File: src/rtl/if_id_pipe_reg.sv
// IF/ID pipeline register with valid/ready handshake, flush, NOP bubbles and an
// optional two-entry skid buffer that takes out_ready off the in_ready path.
//
// state    | meaning
// ---------+--------------------------------------------------
// ST_EMPTY | no beat held (main and skid slots invalid)
// ST_BUSY  | main slot valid, skid slot empty
// ST_FULL  | main and skid slots valid (SKID=1 only)

module if_id_pipe_reg #(
  parameter int unsigned      IR_W   = 32,
  parameter int unsigned      NPC_W  = 32,
  parameter bit               SKID   = 1'b1,
  parameter logic [IR_W-1:0]  NOP_IR = {IR_W{1'b0}}
) (
  input  logic             clk,
  input  logic             rst,
  input  logic             flush,
  input  logic             in_valid,
  output logic             in_ready,
  input  logic [IR_W-1:0]  in_ir,
  input  logic [NPC_W-1:0] in_npc,
  output logic             out_valid,
  input  logic             out_ready,
  output logic [IR_W-1:0]  out_ir,
  output logic [NPC_W-1:0] out_npc
);

  typedef enum logic [1:0] {
    ST_EMPTY = 2'd0,
    ST_BUSY  = 2'd1,
    ST_FULL  = 2'd2
  } state_t;

  state_t state, state_nxt;

  logic [IR_W-1:0]  m_ir, s_ir;
  logic [NPC_W-1:0] m_npc, s_npc;
  logic             accept, consume;
  logic             load_m_in, load_m_s, load_s;

  // With the skid buffer, in_ready is a pure decode of the state register.
  assign in_ready  = SKID ? (state != ST_FULL) : ((state == ST_EMPTY) | out_ready);
  assign out_valid = (state != ST_EMPTY);
  assign out_ir    = out_valid ? m_ir : NOP_IR;
  assign out_npc   = m_npc;

  assign accept  = in_valid & in_ready;
  assign consume = out_valid & out_ready;

  always_comb begin
    state_nxt = state;
    load_m_in = 1'b0;
    load_m_s  = 1'b0;
    load_s    = 1'b0;
    case (state)
      ST_EMPTY: begin
        if (accept) begin
          state_nxt = ST_BUSY;
          load_m_in = 1'b1;
        end
      end
      ST_BUSY: begin
        if (accept && consume) begin
          load_m_in = 1'b1;
        end else if (accept) begin
          if (SKID) begin
            state_nxt = ST_FULL;
            load_s    = 1'b1;
          end else begin
            load_m_in = 1'b1;
          end
        end else if (consume) begin
          state_nxt = ST_EMPTY;
        end
      end
      ST_FULL: begin
        if (consume) begin
          state_nxt = ST_BUSY;
          load_m_s  = 1'b1;
        end
      end
      default: state_nxt = ST_EMPTY;
    endcase
    // Flush drops everything held and the incoming beat; data regs keep old values.
    if (flush) begin
      state_nxt = ST_EMPTY;
      load_m_in = 1'b0;
      load_m_s  = 1'b0;
      load_s    = 1'b0;
    end
  end

  always_ff @(posedge clk) begin
    if (rst) begin
      state <= ST_EMPTY;
    end else begin
      state <= state_nxt;
    end
  end

  always_ff @(posedge clk) begin
    if (rst) begin
      m_ir  <= {IR_W{1'b0}};
      m_npc <= {NPC_W{1'b0}};
      s_ir  <= {IR_W{1'b0}};
      s_npc <= {NPC_W{1'b0}};
    end else begin
      if (load_m_in) begin
        m_ir  <= in_ir;
        m_npc <= in_npc;
      end else if (load_m_s) begin
        m_ir  <= s_ir;
        m_npc <= s_npc;
      end
      if (load_s) begin
        s_ir  <= in_ir;
        s_npc <= in_npc;
      end
    end
  end

endmodule

File: config.mk
export PLATFORM = sky130hd
export DESIGN_NAME = if_id_pipe_reg
export DESIGN_NICKNAME = d
export VERILOG_FILES = /design/src/rtl/if_id_pipe_reg.sv
export SDC_FILE = /design/constraint.sdc
export NUM_CORES = 1
export LEC_CHECK = 0
export ABC_AREA = 1
export CELL_PAD_IN_SITES_DETAIL_PLACEMENT = 0
export CELL_PAD_IN_SITES_GLOBAL_PLACEMENT = 1
export CORE_MARGIN = 4
export CORE_UTILIZATION = 36
export DETAILED_ROUTE_END_ITERATION = 10
export GPL_TIMING_DRIVEN = 0
export HOLD_SLACK_MARGIN = 0.05
export PLACE_DENSITY = 0.9
export SKIP_LAST_GASP = 1
export SLEW_MARGIN = 20
export SYNTH_ARGS = -nofsm -noshare
export SYNTH_HDL_FRONTEND = slang
export SYNTH_SLANG_ARGS = --single-unit
export TNS_END_PERCENT = 100
File: constraint.sdc
create_clock -name clk -period 1.7 [get_ports clk]
set_clock_uncertainty 0.15 [all_clocks]
set_input_delay 0.34 -clock clk [delete_from_list [all_inputs] [get_ports clk]]
set_output_delay 0.34 -clock clk [all_outputs]
set_load 0.01 [all_outputs]
==> results of run 1 <==
-- cells in the final DEF (no fill, tap or decap), drive strengths merged --
cell / netlist / layout
clkinv: 0 / 3
nand2: 133 / 133
nand4: 65 / 65
dlygate4sd2: 0 / 33
nand3: 132 / 132
a21oi: 65 / 65
clkdlybuf4s15: 0 / 1
nor2: 167 / 167
buf: 54 / 84
clkdlybuf4s50: 0 / 68
bufinv: 0 / 2
dfxtp: 130 / 130
o21ai: 64 / 64
clkbuf: 30 / 75
inv: 104 / 104
-- logic make-up after synthesis --
kind of cell / after synthesis
AOI/OAI and AO/OA: 129
DFF: 130
and+or+nand+nor: 497
buffers and inverters: 188
-- layer usage --
layer | vias up | global-route usage, % | part of all wire (%)
met5 | - | 0 | 0.064
met4 | 2 | 5.099 | 1.1
met3 | 21 | 5.214 | 6.6
met2 | 217 | 31.55 | 46
met1 | 3068 | 26.95 | 46
li1 | 3415 | - | -
-- worst min-delay path, delay by kind of cell, from the launching register on --
kind | cells | cell delay [ns]
AND/OR/NAND/NOR | 1 | 0.07
flip-flops | 1 | 0.30
AO/OA/AOI/OAI | 1 | 0.06
-- registers in the layout, indices dropped and copies added (netlist names) --
| signal | flops |
|---|---|
| out_npc | 32 |
| s_npc | 32 |
| s_ir | 32 |
| m_ir | 32 |
| state | 2 |
-- stage by stage --
| step | hold slack (ns) | area (µm²) | utilization (%) | instances | worst slack (ns) |
|---|---|---|---|---|---|
| global placement | 0.3138 | 7869 | 46.79 | 1298 | -0.6140 |
| finish | 0.3279 | 8752 | 52.04 | 1346 | -0.1557 |
| detailed placement | 0.3211 | 7869 | 46.79 | 1298 | -0.6324 |
| global route | 0.3476 | 8752 | 52.04 | 1346 | -0.2031 |
| floorplan | 0.3057 | 6252 | - | 944 | 0.1523 |
| CTS | 0.3316 | 8444 | 50.21 | 1337 | -0.1705 |
-- worst paths after layout --
| check | start | slack (ns) | to |
|---|---|---|---|
| setup / recovery | state[0]$_SDFFE_PP0P_ | -0.16 | out_ir[29] |
| hold / removal | out_npc[15]$_SDFFE_PP0P_ | 0.33 | out_npc[15]$_SDFFE_PP0P_ |
| setup reg to reg | state[1]$_SDFFE_PP0P_ | -0.04 | s_npc[12]$_SDFFE_PP0P_ |
| hold reg to reg | out_npc[15]$_SDFFE_PP0P_ | 0.33 | out_npc[15]$_SDFFE_PP0P_ |
-- repair_timing --
item	in CTS	in global routing
hold endpoints to repair	0	0
hold buffers	0	0
pin swaps	2	6
setup buffers	4	7
gates resized for setup	211	124
setup endpoints to repair	175	156
gates cloned	3	2
-- area by class of cell --
class,instances,area (µm²),area share [%]
Buffer,84,623.1,7.119
Inverter,104,405.4,4.632
Clock inverter,5,75.07,0.8578
Timing Repair Buffer,150,1320,15.08
Clock buffer,27,493.0,5.633
Tap cell,220,275.3,3.145
Multi-Input combinational cell,626,2950,33.71
Sequential cell,130,2610,29.82
-- power by group through the flow --
stage          Sequential [mW]  Combinational (mW)  Clock [mW]
6_report                  3.24                1.07        3.57
5_1_grt                   3.25                1.18        3.75
4_1_cts                   3.24                1.01        3.62
3_5_place_dp              3.31                1.00           0
3_3_place_gp              3.31               0.996           0
2_1_floorplan             3.32               0.506           0
==> impl_metrics.tcl, run 1 <==
set metrics [dict create \
    max_stage_delay_ns 0.35 \
    drc 0 \
    hp-class "reg -> reg" \
    worstSetupPathType "reg -> out" \
    power.internal_mw 5.925 \
    grt_antenna_before_repair 1 \
    p_seq_share_pct 41.1 \
    nFillCells 1717 \
    dieWidth_um 139.8 \
    hold_viol 0 \
    clock_latency_ns 0.42 \
    netlist_area_um2 6252 \
    status "finished, violations left" \
    synth_ff_type "dfxtp_1" \
    n_antenna_cell 0 \
    seq_area_frac_synth_pct 41.62 \
    dr.pass1.iters 5 \
    final-setup-viol-count 41 \
    endpoint_kind "output port" \
    holdPathStages 2 \
    setup_ws_ns -0.1557 \
    fp.coreArea_um2 16820 \
    grt_pass1_vias 6102 \
    drv_slew 0 \
    overflow 0 \
    p_per_area_nw_per_um2 900.4 \
    yosysMostFrequentCell "nor2_1" \
    synth_top_area_share_pct 41.62 \
    final_nets 1182 \
    critPathSlowestCell "dfxtp_4" \
    reg2reg_depth 8 \
    ios 135 \
    syn_area_per_cell_um2 6.623 \
    place.gp.congestion 0.8001 \
    setup-tns-final_ns -4.540 \
    clock_power_share_pct 45.3 \
    worst_ir_drop_vdd_mv 0.7519 \
    synth-adder-area-share_pct 0 \
    synth-xor-area-share_pct 0 \
    combPwrFrac_pct 13.6 \
    crit_chain "inv_4, nand2_4, inv_8, clkbuf_8, nor2_1, buf_2" \
    die_y_um 139.8 \
    ant_nets 0 \
    finalCritPeriodShare_pct 109.2 \
    area_delta_synth_final_pct 39.98 \
    ys_ff_latch 130 \
    netlist_top_cells_count "164 x nor2_1, 133 x nand2_1, 132 x nand3_1" \
    synth_top_family_by_area "simple AND/OR/NAND/NOR gates" \
    worst_setup_path_start_kind "flop" \
    io_buffers 134 \
    synth-edff-count 0 \
    yosys-top-cells-area "dfxtp_1 42%, nand3_1 11%, nor2_1 9.8%" \
    clk_pin_slew_ns 0.06 \
    vias 6723 \
    slew_headroom_pct 66.26 \
    clockRootBuffer "clkbuf_16" \
    power.total_mw 7.880 \
    violations "setup timing" \
    initial_core_util_pct 37.17 \
    via_per_inst 4.995 \
    synth_cell_types 14 \
    row_count 47 \
    cts_buffer_depth 2 \
    synth_compound_area_share_pct 10.33 \
    p_leak_nw 3.952 \
    dp_hpwl_um 13230 \
    grt_pass1_wl_um 31750 \
    syn_nets 1013 \
    timing.fmax_mhz 538.9 \
    synthArstFlopShare_pct 0 \
    critPathRequiredTime_ns 1.21 \
    cts_tree "yes" \
    fin_crit_ns 1.856 \
    path_depth 6 \
    critPathTopFamily "buffers and inverters" \
    drtIter0Drc 404 \
    max-cap-violations 0 \
    synth_area_leader_cell "dfxtp_1" \
    gr-usage-all-layers_pct 19.87 \
    synth_simple_gate_area_share_pct 35.20 \
    path_max_fanout 8 \
    p_sw_share_pct 24.81 \
    timing.critical_path.buf_inv 4 \
    numClockSinks 130 \
    cts-htree-levels 4 \
    arrival_ns 1.37 \
    synthMuxAreaShare_pct 0 \
    grt_start_max_net_pins 17 \
    drt-wirelength-per-cell_um 15.01 \
    worst_pin_slew_ns 0.5061 \
    rsz0062_at_grt "true" \
    routed_wl_um 20200 \
    drive_gt1_share_pct 16.16 \
    p_sw_mw 1.955 \
    numCtsBuffers 17 \
    synthCells 944 \
    ys_warn_count 0 \
    dieArea_um2 19540 \
]
Power figures use the tool's default switching activity.
==> run 2: changes to the inputs <==
Settings changed: CORE_ASPECT_RATIO set to 0.9.
==> impl_metrics.tcl, run 2 (synthesis gave the netlist of run 1 again) <==
set metrics [dict create \
    rr_endpoint "m_ir[17]$_SDFFE_PP0P_" \
    slew_headroom_pct 69.25 \
    drv_slew 0 \
    max_stage_delay_ns 0.36 \
    cts-htree-levels 4 \
    row_count 45 \
    worst_ir_drop_vdd_mv 0.6818 \
    combPwrFrac_pct 13.2 \
    clock_latency_ns 0.42 \
    initial_core_util_pct 36.89 \
    holdPathStages 4 \
    grt_antenna_before_repair 1 \
    maxUsedRoutingLayer "met5" \
    vias 6730 \
    route.met2.wl_um 8824 \
    die_y_um 133.0 \
    dieArea_um2 19540 \
    numClockSinks 130 \
    endpoint_kind "output port" \
    p_leak_nw 3.983 \
    clk_pin_slew_ns 0.06 \
    worst_pin_slew_ns 0.4613 \
    dr.pass1.iters 5 \
    rrSetupSlack_ns -0.02 \
    crit_chain "inv_4, nand2_4, inv_8, clkbuf_16, nor2_1, buf_2" \
    max-cap-violations 0 \
    overflow 0 \
    grt_pass1_wl_um 31530 \
    p_per_area_nw_per_um2 914.1 \
    ant_nets 0 \
    clock_power_share_pct 46.7 \
    grt_pass1_vias 6156 \
    final-setup-viol-count 35 \
    setup-tns-final_ns -3.558 \
    worst_setup_path_start_kind "flop" \
    routed_wl_um 19840 \
    n_antenna_cell 0 \
    final_cell_mix "145 x nor2_1, 131 x nand2_1, 131 x nand3_1" \
    placed_cells 1313 \
    place.gp.congestion 0.7990 \
    final_cells 1361 \
    worstSetupPathType "reg -> out" \
    drc 0 \
    via_per_inst 4.945 \
    io_buffers 134 \
    setup_ws_ns -0.1359 \
    violations "setup timing" \
    drive_gt1_share_pct 17.14 \
    critPathSlowestCell "dfxtp_4" \
    timing.fmax_mhz 544.7 \
    cts_tree "yes" \
    reg2reg_depth 10 \
    timing.rr.start "state[1]$_SDFFE_PP0P_" \
    fp.coreArea_um2 16950 \
    met1_length_um 9257 \
    power.internal_mw 6.064 \
    dpl_cell_area_um2 7888 \
    area_delta_synth_final_pct 41.24 \
    p_sw_mw 2.008 \
    critPathRequiredTime_ns 1.21 \
    status "finished, violations left" \
    grt_start_max_net_pins 17 \
    p_sw_share_pct 24.87 \
    rsz0062_at_grt "true" \
    hold_viol 0 \
    clockRootBuffer "clkbuf_16" \
    hp-class "in -> reg" \
    drtIter0Drc 403 \
    final_nets 1182 \
    dp_hpwl_um 13260 \
    power.total_mw 8.072 \
    p_seq_share_pct 40.1 \
    post-place-ws_ns -0.6030 \
    drt-wirelength-per-cell_um 14.58 \
    holdCritStartpoint "flush" \
    finalCritPeriodShare_pct 108.0 \
    design_area_um2 8831 \
    dieWidth_um 146.9 \
    arrival_ns 1.35 \
    numCtsBuffers 17 \
    path_max_fanout 10 \
    cts_buffer_depth 2 \
    fin_crit_ns 1.836 \
    mostFrequentLayoutCell "nor2_1" \
    holdPathEnd "state[0]$_SDFFE_PP0P_" \
    ios 135 \
    gr-usage-all-layers_pct 19.72 \
    wl_met3_um 1443 \
]
run 2: cell count changes in the layout (fill, tap and decap cells not counted), moves of 3 or more:
cell	delta
clkbuf_1	-6
clkbuf_4	-9
o21ai_0	-29
o21ai_1	+22
a21oi_2	-3
a21oi_1	+3
clkbuf_2	+3
o21ai_2	+7
buf_4	+11
nor2_4	+4
nor2_1	-4
buf_2	-4
run 2: worst max-delay path by stage:
stage	endpoint	slack [ns]	start	cells after the start
after floorplan	out_ir[10]	0.15	state[0]$_SDFFE_PP0P_	5
after global placement	out_ir[11]	-0.59	state[0]$_SDFFE_PP0P_	6
after detailed placement	out_ir[23]	-0.60	state[0]$_SDFFE_PP0P_	6
after CTS	out_ir[14]	-0.16	state[1]$_SDFFE_PP0P_	6
after global routing	out_ir[30]	-0.20	state[0]$_SDFFE_PP0P_	6
final	out_ir[26]	-0.14	state[0]$_SDFFE_PP0P_	6
run 2: critical path, delay by kind of cell, from the launching register on:
kind	cells	cell delay, ns
buffers and inverters	4	0.40
flip-flops	1	0.36
AND/OR/NAND/NOR	2	0.17
run 2: cell type report:
class | instances | area [µm²]
fill | 1705 | 8117
multi-input combinational | 626 | 2980
sequential | 130 | 2610
timing repair buffer | 149 | 1275
buffer | 84 | 650.6
clock buffer | 22 | 474.2
inverter | 104 | 407.9
tap | 235 | 294.0
clock inverter | 10 | 131.4
timing repair inverter | 1 | 7.507
run 2: routing by layer:
metal  GRT usage, %  vias to the layer above
met5              0                        -
met3          5.788                       29
met1          26.66                     3062
li1               -                     3423
met2          30.84                      214
met4          5.331                        2
run 2: per-stage QoR:
stage	hold WS, ns	util [%]
4_1_cts	0.3322	50.44
3_3_place_gp	0.3116	46.54
6_report	0.2030	52.11
2_1_floorplan	0.3057	-
3_5_place_dp	0.3228	46.54
5_1_grt	0.2274	52.11
run 2: what timing repair did:
| item | CTS | global route |
|---|---|---|
| buffers inserted | 6 | 6 |
| hold buffers | 0 | 0 |
| resized for setup | 240 | 144 |
| pin swaps | 2 | 3 |
| setup endpoints to repair | 180 | 161 |
| cloned | 2 | 2 |
run 2: power groups by stage:
stage | clock network [mW] | registers, mW | logic, mW
CTS | 3.81 | 3.24 | 1.01
floorplan | 0 | 3.32 | 0.506
global placement | 0 | 3.31 | 0.992
detailed placement | 0 | 3.31 | 0.996
global route | 3.99 | 3.25 | 1.18
finish | 3.77 | 3.24 | 1.07
==> run 3: changes to the inputs <==
Settings changed: CAP_MARGIN set to 0.
==> results of run 3 <==
Final layout, timing and power as in run 2 (identical DEF).
